## src/rtl/conv_layer_input_ctrl_pkg.sv

```systemverilog
`default_nettype none
// +----------------------------------------------------------------------+
// | conv_layer_input_ctrl_pkg                                            |
// | Shared cmd/ack codes, image geometry and controller state encoding.  |
// | Revision: 1.0                                                        |
// +----------------------------------------------------------------------+
package conv_layer_input_ctrl_pkg;

  localparam int IMAGE_SIZE  = 8;
  localparam int KERNEL_SIZE = 3;

  localparam logic [1:0] CMD_IDLE    = 2'd0;
  localparam logic [1:0] CMD_PRELOAD = 2'd1;
  localparam logic [1:0] CMD_SHIFT   = 2'd2;
  localparam logic [1:0] CMD_LOAD    = 2'd3;

  localparam logic [1:0] ACK_IDLE        = 2'd0;
  localparam logic [1:0] ACK_PRELOAD_FIN = 2'd1;
  localparam logic [1:0] ACK_SHIFT_FIN   = 2'd2;
  localparam logic [1:0] ACK_LOAD_FIN    = 2'd3;

  typedef enum logic [3:0] {
    ST_IDLE     = 4'd0,
    ST_PRE_REQ  = 4'd1,
    ST_PRE_WAIT = 4'd2,
    ST_SHF_REQ  = 4'd3,
    ST_SHF_WAIT = 4'd4,
    ST_LD_REQ   = 4'd5,
    ST_LD_WAIT  = 4'd6,
    ST_DONE     = 4'd7,
    ST_ERROR    = 4'd8
  } ctrl_state_t;

  // In a WAIT state: a foreign nonzero ack, or silence until the watchdog fires.
  function automatic logic ack_fault(input logic [1:0] ack,
                                     input logic [1:0] expected,
                                     input logic       expire);
    return ((ack != ACK_IDLE) && (ack != expected)) ||
           ((ack == ACK_IDLE) && expire);
  endfunction

endpackage
`default_nettype wire

```

## src/rtl/conv_layer_input_ctrl_if.sv

```systemverilog
`default_nettype none
// +----------------------------------------------------------------------+
// | conv_layer_input_ctrl_if                                             |
// | Command/ack bus between the sequencer and the conv input interface.  |
// | Revision: 1.0                                                        |
// +----------------------------------------------------------------------+
interface conv_layer_input_ctrl_if;

  logic [1:0] o_cmd;
  logic       o_if_enable;
  logic [1:0] i_ack;

  modport master (
    output o_cmd,
    output o_if_enable,
    input  i_ack
  );

  modport slave (
    input  o_cmd,
    input  o_if_enable,
    output i_ack
  );

endinterface
`default_nettype wire

```

## src/rtl/conv_layer_input_ctrl_watchdog.sv

```systemverilog
`default_nettype none
// +----------------------------------------------------------------------+
// | conv_ack_watchdog                                                    |
// | Counts cycles spent waiting for an ack; expire at TIMEOUT-1.         |
// | Revision: 1.0                                                        |
// +----------------------------------------------------------------------+
module conv_ack_watchdog #(
  parameter int TIMEOUT = 64,
  parameter int TO_W    = 7
) (
  input  logic clk,
  input  logic rst,
  input  logic clear,
  input  logic enable,
  output logic expire
);

  logic [TO_W-1:0] cnt;

  assign expire = (cnt == TO_W'(TIMEOUT - 1));

  always_ff @(posedge clk or posedge rst) begin
    if (rst) begin
      cnt <= '0;
    end else if (clear) begin
      cnt <= '0;
    end else if (enable && !expire) begin
      cnt <= cnt + TO_W'(1);
    end
  end

endmodule
`default_nettype wire

```

## src/rtl/conv_layer_input_ctrl.sv

```systemverilog
`default_nettype none
// +----------------------------------------------------------------------+
// | conv_layer_input_ctrl                                                |
// | Sequences PRELOAD/SHIFT/LOAD commands to walk one image through the  |
// | convolution window, reporting rows, done and errors.                 |
// | Revision: 1.0                                                        |
// +----------------------------------------------------------------------+
module conv_layer_input_ctrl #(
  parameter int IMAGE_SIZE  = conv_layer_input_ctrl_pkg::IMAGE_SIZE,
  parameter int KERNEL_SIZE = conv_layer_input_ctrl_pkg::KERNEL_SIZE,
  parameter int OUT_ROWS    = IMAGE_SIZE - KERNEL_SIZE + 1,
  parameter int ROW_W       = 3,
  parameter int TIMEOUT     = 64,
  parameter int TO_W        = 7
) (
  input  logic                    clk,
  input  logic                    rst,
  input  logic                    i_start,
  input  logic                    i_hold,
  conv_layer_input_ctrl_if.master bus,
  output logic                    o_busy,
  output logic                    o_row_valid,
  output logic [ROW_W-1:0]        o_row_idx,
  output logic                    o_done,
  output logic                    o_err
);

  import conv_layer_input_ctrl_pkg::*;

  ctrl_state_t      state;
  logic [ROW_W-1:0] row;
  logic [1:0]       ack;
  logic             in_wait;
  logic             wd_clear;
  logic             wd_expire;
  logic [1:0]       cmd;
  logic             active;

  assign ack = bus.i_ack;

  always_comb begin
    in_wait  = (state == ST_PRE_WAIT) || (state == ST_SHF_WAIT) ||
               (state == ST_LD_WAIT);
    wd_clear = !in_wait;
  end

  conv_ack_watchdog #(
    .TIMEOUT (TIMEOUT),
    .TO_W    (TO_W)
  ) u_watchdog (
    .clk    (clk),
    .rst    (rst),
    .clear  (wd_clear),
    .enable (in_wait),
    .expire (wd_expire)
  );

  always_ff @(posedge clk or posedge rst) begin
    if (rst) begin
      state       <= ST_IDLE;
      row         <= '0;
      o_row_valid <= 1'b0;
      o_row_idx   <= '0;
    end else begin
      o_row_valid <= 1'b0;
      case (state)
        ST_IDLE, ST_ERROR: begin
          if (i_start) begin
            state <= ST_PRE_REQ;
            row   <= '0;
          end
        end
        ST_PRE_REQ: state <= ST_PRE_WAIT;
        ST_PRE_WAIT: begin
          if (ack == ACK_PRELOAD_FIN) begin
            state <= ST_SHF_REQ;
          end else if (ack_fault(ack, ACK_PRELOAD_FIN, wd_expire)) begin
            state <= ST_ERROR;
          end
        end
        // SHIFT is issued only in a cycle with no downstream hold.
        ST_SHF_REQ: begin
          if (!i_hold) begin
            state <= ST_SHF_WAIT;
          end
        end
        ST_SHF_WAIT: begin
          if (ack == ACK_SHIFT_FIN) begin
            o_row_valid <= 1'b1;
            o_row_idx   <= row;
            row         <= row + ROW_W'(1);
            state       <= (row == ROW_W'(OUT_ROWS - 1)) ? ST_DONE : ST_LD_REQ;
          end else if (ack_fault(ack, ACK_SHIFT_FIN, wd_expire)) begin
            state <= ST_ERROR;
          end
        end
        ST_LD_REQ: state <= ST_LD_WAIT;
        ST_LD_WAIT: begin
          if (ack == ACK_LOAD_FIN) begin
            state <= ST_SHF_REQ;
          end else if (ack_fault(ack, ACK_LOAD_FIN, wd_expire)) begin
            state <= ST_ERROR;
          end
        end
        ST_DONE: state <= ST_IDLE;
        default: state <= ST_IDLE;
      endcase
    end
  end

  always_comb begin
    cmd = CMD_IDLE;
    case (state)
      ST_PRE_REQ: cmd = CMD_PRELOAD;
      ST_SHF_REQ: cmd = i_hold ? CMD_IDLE : CMD_SHIFT;
      ST_LD_REQ:  cmd = CMD_LOAD;
      default:    cmd = CMD_IDLE;
    endcase
  end

  assign active          = (state != ST_IDLE) && (state != ST_DONE) &&
                           (state != ST_ERROR);
  assign bus.o_cmd       = cmd;
  assign bus.o_if_enable = active;
  assign o_busy          = active;
  assign o_done          = (state == ST_DONE);
  assign o_err           = (state == ST_ERROR);

endmodule
`default_nettype wire
```

## src/flat_wrapper.sv

```systemverilog
// flat-port wrapper written by rule: the top's interface ports become plain ports
module conv_layer_input_ctrl_flat import conv_layer_input_ctrl_pkg::*;
#(
  parameter int IMAGE_SIZE  = conv_layer_input_ctrl_pkg::IMAGE_SIZE,
  parameter int KERNEL_SIZE = conv_layer_input_ctrl_pkg::KERNEL_SIZE,
  parameter int OUT_ROWS    = IMAGE_SIZE - KERNEL_SIZE + 1,
  parameter int ROW_W       = 3,
  parameter int TIMEOUT     = 64,
  parameter int TO_W        = 7
)
  (clk, rst, i_start, i_hold, o_busy, o_row_valid, o_row_idx, o_done, o_err, bus_o_cmd, bus_o_if_enable, bus_i_ack);
  conv_layer_input_ctrl_if bus_i ();
  input  logic clk;
  input  logic rst;
  input  logic i_start;
  input  logic i_hold;
  output logic o_busy;
  output logic o_row_valid;
  output logic [ROW_W-1:0] o_row_idx;
  output logic o_done;
  output logic o_err;
  output wire logic [$bits(bus_i.o_cmd)-1:0] bus_o_cmd;
  output wire logic [$bits(bus_i.o_if_enable)-1:0] bus_o_if_enable;
  input wire logic [$bits(bus_i.i_ack)-1:0] bus_i_ack;
  assign bus_o_cmd = bus_i.o_cmd;
  assign bus_o_if_enable = bus_i.o_if_enable;
  assign bus_i.i_ack = bus_i_ack;
  conv_layer_input_ctrl #(.IMAGE_SIZE(IMAGE_SIZE), .KERNEL_SIZE(KERNEL_SIZE), .OUT_ROWS(OUT_ROWS), .ROW_W(ROW_W), .TIMEOUT(TIMEOUT), .TO_W(TO_W)) u_core (.clk(clk), .rst(rst), .i_start(i_start), .i_hold(i_hold), .bus(bus_i), .o_busy(o_busy), .o_row_valid(o_row_valid), .o_row_idx(o_row_idx), .o_done(o_done), .o_err(o_err));
endmodule
```

## config.mk

```make
export PLATFORM = sky130hd
export DESIGN_NAME = conv_layer_input_ctrl_flat
export DESIGN_NICKNAME = d
export VERILOG_FILES = /design/src/rtl/conv_layer_input_ctrl_pkg.sv /design/src/rtl/conv_layer_input_ctrl_if.sv /design/src/rtl/conv_layer_input_ctrl_watchdog.sv /design/src/rtl/conv_layer_input_ctrl.sv /design/src/flat_wrapper.sv
export SDC_FILE = /design/constraint.sdc
export NUM_CORES = 1
export LEC_CHECK = 0
export ABC_AREA = 1
export CAP_MARGIN = 20
export CORE_MARGIN = 5
export CORE_UTILIZATION = 52
export DETAILED_ROUTE_END_ITERATION = 8
export GPL_ROUTABILITY_DRIVEN = 1
export GPL_TIMING_DRIVEN = 0
export PLACE_DENSITY = 0.77
export SLEW_MARGIN = 20
export SYNTH_ARGS = -nofsm -noshare
export SYNTH_HDL_FRONTEND = slang
export SYNTH_SLANG_ARGS = --single-unit
export TNS_END_PERCENT = 20
```

## constraint.sdc

```tcl
create_clock -name clk -period 3.2 [get_ports clk]
set_input_delay 0.32 -clock clk [delete_from_list [all_inputs] [get_ports clk]]
set_output_delay 0.32 -clock clk [all_outputs]
set_load 0.01 [all_outputs]
```

[Word-level counts from Yosys, hierarchy flattened]
Index checks and enable logic that the tools add are counted.
Cells by class
  mux-type cells: 19
  reduce and logical (&&, ||, !) cells: 22
  equality and inequality tests: 25
  $add $sub $neg: 2
Operators by type and width (count)
  4-bit 2-to-1 mux: 8
  4-bit one-hot mux with 7 select lines: 1
  4-bit by 3-bit == test with 1-bit output, second input constant: 4
  7-bit 2-to-1 mux: 2
  2-bit inequality test, second input constant: 5
  3-bit inequality test, second input constant: 3
  4-bit by 2-bit == test with 1-bit output, second input constant: 2
  7-bit by 1-bit adder with 7-bit output, second input constant: 1
  7-bit by 6-bit == test with 1-bit output, second input constant: 1
  1-bit logical AND: 7
  3-bit 2-to-1 mux: 2
  2-bit one-hot mux with 3 select lines: 1
  3-bit one-hot mux with 2 select lines: 1
  1-bit logical OR: 5
  5-bit AND reduction: 1
  2-bit == test, second input constant: 2
  4-bit by 1-bit == test with 1-bit output, second input constant: 1
  4-bit == test, second input constant: 1
  4-bit zero test: 1
  2-bit 2-to-1 mux: 2
  2-bit by 1-bit inequality test with 1-bit output, second input constant: 2
  4-bit by 3-bit inequality test with 1-bit output, second input constant: 1
  4-bit inequality test, second input constant: 1
  2-bit nonzero test: 2
  other kinds (10): 11
Storage, ports and cells
  word-level logic and storage cells: 73
  bits in registers: 18
  output and inout port bits: 10
  input bits: 6

[Logic depth before layout (Yosys ltp)]
  depth in word-level cells: 6
  gate-level depth with buffers: 8

[By module]
A second synthesis with hierarchy kept.
Unflattened totals
  cells, all modules: 160
  area, all modules: 1199.9 µm²
Modules (own cells, without submodules)
  conv_layer_input_ctrl: cells each 104, seq. area each 275.3 µm², area each 782.0 µm², instances 1
  conv_ack_watchdog: cells each 56, seq. area each 175.2 µm², area each 417.9 µm², instances 1

[Worst setup path before layout]
Ideal clock, no wire load.
  kind: register to output
  start point: register u_core.state[1]
  end point: output port o_busy
  setup slack: 1.637 ns
  cell stages (with the launch flop): 5
  required time: 2.880 ns
  path buffers: 1
  arrival: 1.243 ns
  cells stage by stage: dfrtp_1 nand2_1 nor3_1 a21oi_1 buf_4
Between the ends
  cells in the longest elaborated chain, start to end: 3
  elaborated cells between the ends (all ways): 5
  classes of those cells: eq/ne: 2; reduce/logical: 3
Ends and longest elaborated chain
  from (decl): RTL line conv_layer_input_ctrl.sv:30  | ctrl_state_t state;
  from (signal assigned): RTL line conv_layer_input_ctrl.sv:92  | state <= (row == ROW_W'(OUT_ROWS - 1)) ? ST_DONE : ST_LD_REQ;
  4-bit by 3-bit inequality test with 1-bit output or 4-bit nonzero test (tied branches): RTL line conv_layer_input_ctrl.sv:121  | assign active = (state != ST_IDLE) && (state != ST_DONE) &&
  1-bit logical AND: RTL line conv_layer_input_ctrl.sv:121
  1-bit logical AND (*): RTL line conv_layer_input_ctrl.sv:121
  to (decl): RTL line flat_wrapper.sv:17  | output logic o_busy;
Mark *: on every way between the ends. The rest lies on a longest branch, timed or not.

[Final worst setup path]
  start point: register u_core.state[3]
  end point: output port bus_o_cmd[1]
Between the ends
  cells in the longest elaborated chain, start to end: 2
  elaborated cells between the ends (all ways): 4
  classes of those cells: eq/ne: 3; mux: 1
Ends and longest elaborated chain
  4-bit by 3-bit == test with 1-bit output, or another cell as far along: RTL line conv_layer_input_ctrl.sv:113  | case (state)
  2-bit one-hot mux with 3 select lines (*): RTL line conv_layer_input_ctrl.sv:113
  to (decl): RTL line flat_wrapper.sv:22  | output wire logic [$bits(bus_i.o_cmd)-1:0] bus_o_cmd;
Marks and branches as above.

==> reports/qor.yml <==
cells_and_area:
  final_net_count: 162
  drive_above_1_share: 0.151
  nFillCells: 190
  mostFrequentLayoutCell: "nand2_1"
  area_delta_synth_final_pct: 20.4
  layout_common_cells: "nand2_1, dfrtp_1, clkdlybuf4s50_1"
  final-seq-area_um2: 450
  diodes: 0
  multi_input_area_um2: 554
die:
  pin_count: 16
  fp.dieW_um: 55.6
  dieArea_um2: 3090
  initial_utilization: 0.550
  rows: 16
  fp.dieH_um: 55.6
  core_region_area_um2: 1960
power_and_ir_drop:
  pwr-share-clk: 0.163
  seq_power_share: 0.378
  power_switching_mw: 0.335
  p_int_mw: 0.500
  p_leak_nw: 0.632
  p_sw_frac: 0.401
  power-per-cell-area_nw_per_um2: 642
  irDropWorstVdd_mv: 0.366
  combinationalPowerShare: 0.459
sta:
  fmax_ghz: 0.443
  clock_skew_ns: 0.00286
  finalHoldViolCount: 0
  setup_violations: 0
  period_minus_slack_ns: 2.26
  worstMarginPinSlew_ns: 0.653
  setup_slack_ns: 0.944
  drv_slew: 0
  setup_tns_ns: 0
  timing.slew.headroom: 0.564
  finalCritPeriodShare: 0.705
  grt_setup_unrepaired: "false"
logic_synthesis:
  synth_area_per_cell_um2: 8.12
  synth_area_leaders: "dfrtp_1, nand2_1, nand3_1"
  synth-xor-area-share: 0.0162
  ys_types: 31
  yosys.area.top_type: "dfrtp_1"
  synth_top_family_by_area: "simple AND/OR/NAND/NOR gates"
  netlist_area_um2: 1080
  synthCells: 133
  synth-simple-area-share: 0.356
  synth_fp_nets: 142
  yosysWarnings: 0
  ys_ff_latch: 18
  seq_area_frac_synth: 0.417
  yosys.area_share.adder: 0.0348
  synth_compound_area_frac: 0.107
  synth_top_area_share: 0.417
  synth_mux_area_frac: 0
setup_path:
  reg2reg_to: "u_core.state[1]$_DFFE_PP0P_"
  path_class: "flop to primary output"
  end_kind: "primary output"
  worstReg2RegStart: "u_core.u_watchdog.cnt[0]$_DFFE_PP0P_"
  worstSetupStartpointType: "flop"
  critPathArrivalTime_ns: 1.94
  path_max_fanout: 6
  required_ns: 2.88
  r2r_slack_ns: 1.74
  reg2reg_depth: 8
routing:
  top_layer: "met4"
  wl_met2_um: 956
  drt-met1-wl_um: 934
  vias_per_cell: 4.97
  wl_per_cell_um: 11.5
  routed_wl_um: 2060
  final_antenna_net_count: 0
  drt_iter0_markers: 8
  firstDrtPassIters: 4
  drc: 0
  vias: 889
  wl_met3_um: 90
cts:
  cts_tree: "yes"
  cts_root_buf: "clkbuf_4"
  cts_max_path_buffers: 2
  clk_latency_ns: 0.29
  postCtsHoldBufs: 0
  h-tree-depth: 1
  clk_pin_slew_worst_paths_ns: 0.10
  cts_buffers: 3
  cts.sinks: 18
  post_cts_buffers: 0
  cts_resized: 0
grt:
  gr-usage-all-layers: 0.158
  grt_pass1_wl_um: 3980
  grt_max_degree: 19
  overflow: 0
  grt_pass1_vias: 947
  antenna_found_initial: 0
job:
  cap_violations: 0
placed_design:
  place.gp.congestion: 0.806
  pre_cts_ws_ns: 1.27
  dp_hpwl_um: 1650
  numPortBuffers: 15
run_status:
  status: "completed"
worst_hold_path:
  hp-class: "primary input to async pin"
==> sequential cells by signal, indices dropped and copies added, names as in the netlist <==
signal and cells:
u_core.o_row_idx 3, u_core.o_row_valid 1, u_core.row 3, u_core.state 4
u_core.u_watchdog.cnt 7
==> routing by layer <==
layer / GRT usage / up-vias
met5: 0 / -
met4: 0.0833 / 0
met3: 0.0418 / 9
met2: 0.248 / 15
met1: 0.197 / 392
li1: - / 473
==> kinds of logic after synthesis <==
logic type,after synthesis
buffers and inverters,19
AOI/OAI and AO/OA,19
and+or+nand+nor,72
adders and majority gates,3
xor gates and xnor gates,2
DFF,18
==> cells in the mapped netlist <==
cell,instances
dfrtp_1,18
inv_2,4
o21a_1,1
inv_1,13
a21boi_0,1
ha_1,3
o21ai_1,5
o21ai_0,5
nand2_1,30
nor2_4,1
a31oi_1,2
xor2_1,1
nor2_8,1
nor4_1,1
nor2_2,1
nor2_1,14
nand3_4,1
nand2_2,1
buf_4,1
nor3_2,1
xnor2_1,1
o21ai_2,1
nor3_1,3
a21boi_2,1
nand3b_1,1
nand3_1,11
nand2_4,3
clkinv_1,1
a21oi_1,2
nand3_2,3
o21bai_1,1
==> final cells by class <==
class / instances / area share
Multi-Input combinational cell: 96 / 0.426
Sequential cell: 18 / 0.346
Timing Repair Buffer: 15 / 0.115
Inverter: 18 / 0.0520
Clock buffer: 4 / 0.0279
Tap cell: 27 / 0.0260
Buffer: 1 / 0.00577
==> through the flow <==
step	cell area [µm²]	util	std cells	hold WS (ns)	power [mW]
after floorplan	1080	-	133	0.259	0.577
final	1300	0.663	179	0.410	0.834
after CTS	1300	0.663	179	0.429	0.843
after detailed placement	1260	0.644	175	0.484	0.705
after global placement	1260	0.644	175	0.465	0.694
after global routing	1300	0.663	179	0.470	0.903
==> power groups by stage <==
stage	Clock [mW]	Combinational [mW]	Sequential (mW)
floorplan	0	0.263	0.314
global route	0.151	0.429	0.322
finish	0.136	0.383	0.315
global placement	0	0.377	0.317
CTS	0.142	0.387	0.314
detailed placement	0	0.386	0.319
==> worst max-delay path, stage by stage, from the launching register on <==
cell	delay, ns
dfrtp_1	0.51
nor2_1	0.31
nand2_1	0.11
o21ai_0	0.16
clkdlybuf4s50_1	0.56
==> worst max path at each step <==
stage | end | start
after floorplan | o_busy | u_core.state[1]$_DFFE_PP0P_
final | bus_o_cmd[1] | u_core.state[3]$_DFFE_PP0P_
after CTS | bus_o_cmd[1] | u_core.state[3]$_DFFE_PP0P_
after global placement | bus_o_cmd[1] | u_core.state[3]$_DFFE_PP0P_
after detailed placement | bus_o_cmd[1] | u_core.state[3]$_DFFE_PP0P_
after global routing | bus_o_cmd[1] | u_core.state[3]$_DFFE_PP0P_
No activity file was read; power rests on OpenSTA's default activity.
==> edit: new RTL, same settings <==
Make the reset (`rst`) synchronous in 2 clocked blocks.
--- a/src/rtl/conv_layer_input_ctrl_watchdog.sv
+++ b/src/rtl/conv_layer_input_ctrl_watchdog.sv
@@ -19,7 +19,7 @@
 
   assign expire = (cnt == TO_W'(TIMEOUT - 1));
 
-  always_ff @(posedge clk or posedge rst) begin
+  always_ff @(posedge clk) begin
     if (rst) begin
       cnt <= '0;
     end else if (clear) begin
--- a/src/rtl/conv_layer_input_ctrl.sv
+++ b/src/rtl/conv_layer_input_ctrl.sv
@@ -55,7 +55,7 @@
     .expire (wd_expire)
   );
 
-  always_ff @(posedge clk or posedge rst) begin
+  always_ff @(posedge clk) begin
     if (rst) begin
       state       <= ST_IDLE;
       row         <= '0;
Formal check against the unedited RTL: differs if rst is asserted again (counterexample within 4 cycles, from zero or initial values and one cycle with rst high); with rst held inactive, the same outputs for 10 cycles.
==> edit against the original RTL <==
Wire length fell by 0.39%. Total power fell by 29%. Hold slack barely moved. Final cell count rose by 6.7%. Worst setup slack improved by 120 ps. Highest routed layer unchanged. Critical path depth did not move. Clock skew fell by 1.8 ps. Largest power group is now sequential cells. Fmax rose by 5.9%. Global-route usage rose by 1.6 points. Critical endpoint unchanged. Sequential cell count did not move. Area after synthesis fell by 8.0%. Synthesized cell count rose by 12%. Critical path type unchanged. Final area fell by 8.7%.
==> edit: results (changes against the original RTL) <==
[metrics] async set-reset flop share out of synthesis: 0 (was 1.00)
[metrics] met3 demand-to-capacity share in global routing: 0.0360 (was 0.0418)
[metrics] fraction of the mapped netlist area in compound gates: 0.0982 (was 0.107)
[metrics] number of global-route vias before repair: 941 (was 947)
[metrics] nets: 177 (was 162)
[metrics] highest net fanout along the worst path: 5 (was 6)
[metrics] Post-Place Worst Slack: 1350 ps (was 1270 ps)
[metrics] combined global-route utilization of all metal layers: 0.174 (was 0.158)
[metrics] share of post-route cells with drive strength above 1: 0.0904 (was 0.151)
[metrics] Post-Synthesis Net Count: 158 (was 142)
[metrics] largest net degree at the start of global routing: 11 (was 19)
[metrics] seq pwr: 261 uW (was 315 uW)
[metrics] met1 Resource Use GR: 0.231 (was 0.197)
[metrics] gpl congestion: 0.898 (was 0.806)
[metrics] number of distinct library cell variants in the gate-level netlist after synthesis: 21 (was 31)
[metrics] arrival time reported for the critical path endpoint: 1810 ps (was 1940 ps)
[metrics] result of the run: completed (unchanged)
[metrics] cell types occupying the most area after synthesis: sky130_fd_sc_hd__dfxtp_1, sky130_fd_sc_hd__nand2_1, sky130_fd_sc_hd__nor2_1 (was sky130_fd_sc_hd__dfrtp_1, sky130_fd_sc_hd__nand2_1, sky130_fd_sc_hd__nand3_1)
[metrics] synthesized-area fraction occupied by xor and xnor cells: 0.0176 (was 0.0162)
[metrics] Worst Max-Slew Pin Slew: 417 ps (was 653 ps)
[metrics] GRT met2 Usage: 0.282 (was 0.248)
[metrics] launch point of the worst path: u_core.state[3]$_SDFFE_PP0P_ (was u_core.state[3]$_DFFE_PP0P_)
[metrics] most frequent cells after synthesis: sky130_fd_sc_hd__nand2_1, sky130_fd_sc_hd__nor2_1, sky130_fd_sc_hd__dfxtp_1 (was sky130_fd_sc_hd__nand2_1, sky130_fd_sc_hd__dfrtp_1, sky130_fd_sc_hd__nor2_1)
[metrics] Clk. pwr: 105 uW (was 136 uW)
[metrics] count of input and output buffers: 14 (was 15)
[metrics] wire length of the first global-routing pass: 3750 um (was 3980 um)
[metrics] switching power total: 212 uW (was 335 uW)
[metrics] sequential fraction of the synthesis area: 0.363 (was 0.417)
[metrics] Static Leak: 0.000496 uW (was 0.000632 uW)
[metrics] half-perimeter wire length after detailed placement: 1650 um (about the same)
[metrics] launch point of the worst reg-to-reg path: u_core.u_watchdog.cnt[0]$_SDFFE_PP0P_ (was u_core.u_watchdog.cnt[0]$_DFFE_PP0P_)
[metrics] met2 routed WL: 904 um (was 956 um)
[metrics] path depth of the worst reg2reg path: 9 (was 8)
edit: layout make-up:
cell class	instances	area [um^2]
buffer	2	11.3
clock buffer	3	22.5
fill	181	577
inverter	16	60.1
multi-input combinational	113	562
sequential	18	360
tap	25	31.3
timing repair buffer	14	140
edit: per-stage QoR:
step | power [uW] | hold slack, ps | instances
after floorplan | 415 | 433 | 149
after global placement | 488 | 445 | 188
after detailed placement | 490 | 453 | 188
after CTS | 596 | 403 | 191
after global routing | 636 | 438 | 191
final | 590 | 410 | 191
edit: worst reg2reg max path: stages, from the launching register on:
cell,delay (ps)
sky130_fd_sc_hd__dfxtp_1,390
sky130_fd_sc_hd__ha_1,180
sky130_fd_sc_hd__nand2_1,100
sky130_fd_sc_hd__nor2_1,120
sky130_fd_sc_hd__nand2_1,150
sky130_fd_sc_hd__nand3_2,140
sky130_fd_sc_hd__nand2_2,80
sky130_fd_sc_hd__nor2_1,90
sky130_fd_sc_hd__nor2_1,40
sky130_fd_sc_hd__nor2_1,70
